===== src/rtl/mem_responder.sv =====
// Single-port word memory behind a req/ack handshake with a programmable
// number of wait states before each one-cycle response.
module mem_responder #(
   parameter int DATA_WIDTH  = 16,
   parameter int ADDR_WIDTH  = 16,
   parameter int DEPTH       = 256,
   parameter int WAIT_STATES = 1
) (
   input  logic                  clk,
   input  logic                  rst,
   input  logic                  req,
   input  logic                  we,
   input  logic [ADDR_WIDTH-1:0] addr,
   input  logic [DATA_WIDTH-1:0] wdata,
   output logic                  ack,
   output logic [DATA_WIDTH-1:0] rdata,
   output logic                  err,
   output logic                  busy
);

   localparam int IDX_W = (DEPTH > 1) ? $clog2(DEPTH) : 1;
   localparam int WS_M1 = (WAIT_STATES > 0) ? WAIT_STATES - 1 : 0;
   localparam logic [3:0] CNT_LOAD = 4'(WS_M1);
   // One extra bit so that DEPTH == 2**ADDR_WIDTH still compares correctly.
   localparam logic [ADDR_WIDTH:0] DEPTH_A = (ADDR_WIDTH + 1)'(DEPTH);

   typedef enum logic [1:0] {IDLE, WAIT, RESP} state_t;

   state_t                  state;
   state_t                  state_nxt;
   logic [3:0]              cnt;
   logic                    we_q;
   logic [ADDR_WIDTH-1:0]   addr_q;
   logic [DATA_WIDTH-1:0]   wdata_q;
   logic [DATA_WIDTH-1:0]   mem [DEPTH];

   logic                    accept;
   logic                    resp_entry;
   logic                    acc_we;
   logic [ADDR_WIDTH-1:0]   acc_addr;
   logic [DATA_WIDTH-1:0]   acc_wdata;
   logic                    in_range;
   logic [IDX_W-1:0]        idx;

   assign busy   = (state != IDLE);
   assign accept = (state == IDLE) && req;

   // With zero wait states RESP is entered on the accept edge itself, before
   // the capture registers hold the request, so the access uses live inputs.
   assign acc_we    = (state == IDLE) ? we    : we_q;
   assign acc_addr  = (state == IDLE) ? addr  : addr_q;
   assign acc_wdata = (state == IDLE) ? wdata : wdata_q;
   assign in_range  = ({1'b0, acc_addr} < DEPTH_A);
   assign idx       = acc_addr[IDX_W-1:0];

   // Next-state logic: IDLE -> WAIT/RESP on req, WAIT counts down, RESP lasts one cycle
   always_comb begin
      state_nxt = state;
      case (state)
         IDLE:    if (req) state_nxt = (WAIT_STATES == 0) ? RESP : WAIT;
         WAIT:    if (cnt == 4'd0) state_nxt = RESP;
         RESP:    state_nxt = IDLE;
         default: state_nxt = IDLE;
      endcase
   end

   assign resp_entry = (state_nxt == RESP) && (state != RESP);

   // State register; reset wins over any simultaneous request
   always_ff @(posedge clk) begin
      if (rst) state <= IDLE;
      else     state <= state_nxt;
   end

   // Wait counter: loaded on accept, decremented while waiting
   always_ff @(posedge clk) begin
      if (rst)                             cnt <= 4'd0;
      else if (accept)                     cnt <= CNT_LOAD;
      else if (state == WAIT && cnt != 0)  cnt <= cnt - 4'd1;
   end

   // Request capture; held unchanged for the rest of the transfer
   always_ff @(posedge clk) begin
      if (accept) begin
         we_q    <= we;
         addr_q  <= addr;
         wdata_q <= wdata;
      end
   end

   // Storage write at the RESP-entry edge for in-range writes only
   always_ff @(posedge clk) begin
      if (!rst && resp_entry && acc_we && in_range) mem[idx] <= acc_wdata;
   end

   // Registered response: outputs are non-zero only during the RESP cycle
   always_ff @(posedge clk) begin
      if (rst) begin
         ack   <= 1'b0;
         err   <= 1'b0;
         rdata <= '0;
      end else if (resp_entry) begin
         ack   <= 1'b1;
         err   <= !in_range;
         rdata <= (!acc_we && in_range) ? mem[idx] : '0;
      end else begin
         ack   <= 1'b0;
         err   <= 1'b0;
         rdata <= '0;
      end
   end

endmodule


===== config.mk =====
export PLATFORM = sky130hd
export DESIGN_NAME = mem_responder
export DESIGN_NICKNAME = d
export VERILOG_FILES = /design/src/rtl/mem_responder.sv
export SDC_FILE = /design/constraint.sdc
export NUM_CORES = 2
export LEC_CHECK = 0
export ABC_CLOCK_PERIOD_IN_PS = 10700
export CAP_MARGIN = 20
export CORE_ASPECT_RATIO = 1.4
export CORE_MARGIN = 5
export CORE_UTILIZATION = 50
export DETAILED_ROUTE_END_ITERATION = 10
export PLACE_DENSITY = 0.62
export SKIP_LAST_GASP = 1
export SYNTH_ARGS = -nofsm -noshare
export SYNTH_HDL_FRONTEND = slang
export SYNTH_SLANG_ARGS = --single-unit

===== constraint.sdc =====
create_clock -name clk -period 10.7 [get_ports clk]
set_input_delay 1.605 -clock clk [delete_from_list [all_inputs] [get_ports clk]]
set_output_delay 1.605 -clock clk [all_outputs]
set_load 0.02 [all_outputs]

==> results.toml <==
[floorplan]
fp-row-count = 240
dieArea_sq_mm = 0.3165
die_height_microns = 663.7
die_x_microns = 476.9
start_util = 0.5012
core_sq_mm = 0.3045
pin_count = 55

[critical_path]
path_cells = "nor2_4 -> buf_4 -> o21ai_4 -> buf_12 -> buf_12 -> buf_4 -> a22oi_1 -> a21oi_1 -> o41ai_1 -> a41oi_1 -> a2111oi_0 -> nor2_1"
crit_family = "compound AO/OA/AOI/OAI gates"
cp_max_fo = 102
cp_slowest_cell = "a2111oi_0"
endpoint_kind = "register"
reg2regPathDepth = 12
crit_buf_inv = 4
crit_arrival_ps = 7630
crit_type = "reg -> reg"
r2r_slack_ps = 3810
worstPathRequired_ps = 11440
start_kind = "register"
reg2reg_from = "state[1]"
r2r-end = "rdata[6]"
critPathMaxStageDelay_ps = 1210

[route]
post_drt_wl_per_cell_microns = 33.85
firstDrtPassIters = 6
ant_nets = 0
via_per_inst = 6.649
vias = 87726
drc_errors = 0
drt_wl_total_microns = 446600
drt_iter0_drc = 11330

[synth]
synth_area_sq_mm = 0.1526
synthDistinctLibCells = 47
ys_seq_elements = 4153
ys.warnings.count = 0
ys.flop_type = "edfxtp_1"
yosysSeqAreaShare = 0.8156
netlist.area_leader.share = 0.8124
synthCells = 8644
yosysTopAreaCell = "edfxtp_1"
synth_edf_count = 4129
ys_async_sr_fraction = 0
syn_area_per_cell_sq_um = 17.66
yosys-top-cells-area = "edfxtp_1, a22oi_1, a21oi_1"
synth_fp_nets = 8681

[placed_design]
dp_slack_ps = 3133
routabilityCongestion = 0.8658
post-dp-hpwl_microns = 254000
placed_cells = 12505
numPortBuffers = 54

[hold_path]
worstHoldStart = "cnt[3]"
worstHoldPathType = "reg -> reg"
worstHoldEndpoint = "cnt[3]"
min_path_cells = 2

[clock_network]
cts_buffer_depth = 4
cts_resized = 0
insertion_delay_ps = 920
root_buffer = "clkbuf_16"
clkSinkCount = 4153
cts_buffers = 375
cts_tree = "yes"
cts.htree.levels = 5
hold_buffers = 0
cts.clk_slew.worst_paths_ps = 60
post_cts_buffers = 0

[finish]
drive_gt1_frac = 0.1211
fill_cells = 23099
area_growth_pct = 12.75
multi_input_area_sq_mm = 0.02589
final_util = 0.5651
final-seq-area_sq_mm = 0.1245
nets = 8928
fin_cells = 13194

[pwr]
cellPowerDensity_mw_per_mm2 = 200.5
total_power_uw = 34500
ir_drop_v = 0.0001390
p_leak_uw = 0.05178

[sta]
grt_setup_unrepaired = "false"
slew_viol_final = 28
period_share = 0.6442
setup_ws_ps = 3807
setup-violations-final = 0
finClkSkew_ps = 37.20
final.setup.tns_ps = 0
max_slew_margin = -0.005715
finalHoldViolCount = 0
fin_crit_ps = 6893
worstMarginPinSlew_ps = 1509
max_freq_mhz = 145.1

[global_route]
met2_usage = 0.4503
grt.overflow.total = 0
grt_pass1_wl_microns = 631900
met1_usage = 0.3575
use_met3 = 0.04416
grt_antenna_before_repair = 11
grt_start_max_net_pins = 185
track_usage = 0.2743
grt_pass1_vias = 85716
grt-busiest-layer = "met2"

[outcome]
violations = "max-slew violations"
status = "finished, violations left"

[run]
drv_cap = 0
[per-stage QoR]
step           instance area [sq um]  hold WS, ps
3_3_place_gp                  159600        492.1
4_1_cts                       172000        545.1
5_1_grt                       172100        584.3
6_report                      172100        543.8
2_1_floorplan                 152600        479.8
3_5_place_dp                  159700        531.6
[kinds of logic after synthesis]
family,after synthesis,share of synthesized area
xor+xnor,3,0.0001722
simple gates,424,0.01141
mux,1,0.00006559
buf+inv,650,0.01903
flops,4153,0.8156
fa+ha+maj,1,0.00008197
compound gates,3412,0.1536
[metal layers]
layer	share of wire	vias up	wire [microns]
met5	0.000060	-	27
met4	0.061	4	27230
met3	0.088	970	39460
met2	0.49	4806	217500
met1	0.36	45314	162400
li1	-	36632	-
[placed cells by master (no fill, tap or decap), drive strengths merged, types with 2 or more instances in the layout]
cell type      instances
clkbuf               446
o21ai                  5
a22oi               2048
bufinv                51
clkinv               156
nand3b                 4
or4b                   2
dfxtp                 24
a2111oi               16
nand4                 16
nand3                  8
edfxtp              4129
nand2b                 9
a31oi                  4
diode                 10
buf                  458
o31ai                  4
nand2                 85
nor3                   4
xor2                   2
clkdlybuf4s50         54
a41oi                 48
nor4                   4
nor3b                  3
inv                   19
nor2                 283
clkinvlp              13
o21a                   2
a21oi               1025
o41ai                256
[flip-flops by register name, indices dropped and copies added, names as in the netlist]
name,cells
rdata,16
err,1
cnt,4
state,2
wdata_q,16
we_q,1
mem,4096
addr_q,16
ack,1
[cell usage after synthesis, types with 2 or more instances]
library cell / count
a2111oi_0: 16
a21oi_1: 1025
a22oi_1: 2048
a31oi_1: 3
a41oi_1: 48
buf_1: 64
buf_2: 224
buf_4: 21
buf_6: 14
clkbuf_1: 320
dfxtp_1: 24
edfxtp_1: 4129
inv_1: 6
nand2_1: 85
nand2b_1: 9
nand3_1: 8
nand3b_1: 4
nand4_1: 16
nor2_1: 282
nor3_1: 4
nor3b_1: 3
nor4_1: 4
o21a_1: 2
o21ai_0: 2
o21ai_2: 2
o31ai_1: 4
o41ai_1: 256
xor2_1: 2
[tightest hold or removal path, cell delays in order, from the launching register on]
cell	delay [ps]
dfxtp_1	360
xor2_1	80
nor2_1	80
[area by class of cell]
cell class | instances | area share
Sequential cell | 4153 | 0.7233
Multi-Input combinational cell | 3841 | 0.1505
Clock buffer | 445 | 0.05661
Tap cell | 3993 | 0.02903
Timing Repair Buffer | 513 | 0.02552
Clock inverter | 232 | 0.01469
Inverter | 7 | 0.0001527
Antenna cell | 10 | 0.0001454
[worst max-delay path by stage]
stage                     startpoint        end  slack (ps)  cells after the start
after floorplan             wdata[0]  mem[0][0]        5170                      2
after global placement       addr[2]   rdata[6]        3140                     11
after detailed placement     addr[2]   rdata[6]        3130                     11
after global routing        state[1]   rdata[7]        3800                     12
final                       state[1]   rdata[6]        3810                     12
after CTS                   state[1]   rdata[6]        3980                     11
[report_power, final]
part / switching (uW) / internal [uW] / total [uW]
logic: 2130 / 564 / 2690
registers: 6.46 / 18200 / 18200
clock network: 5830 / 7750 / 13600
total: 7960 / 26500 / 34500
No activity file was read; power rests on OpenSTA's default activity.
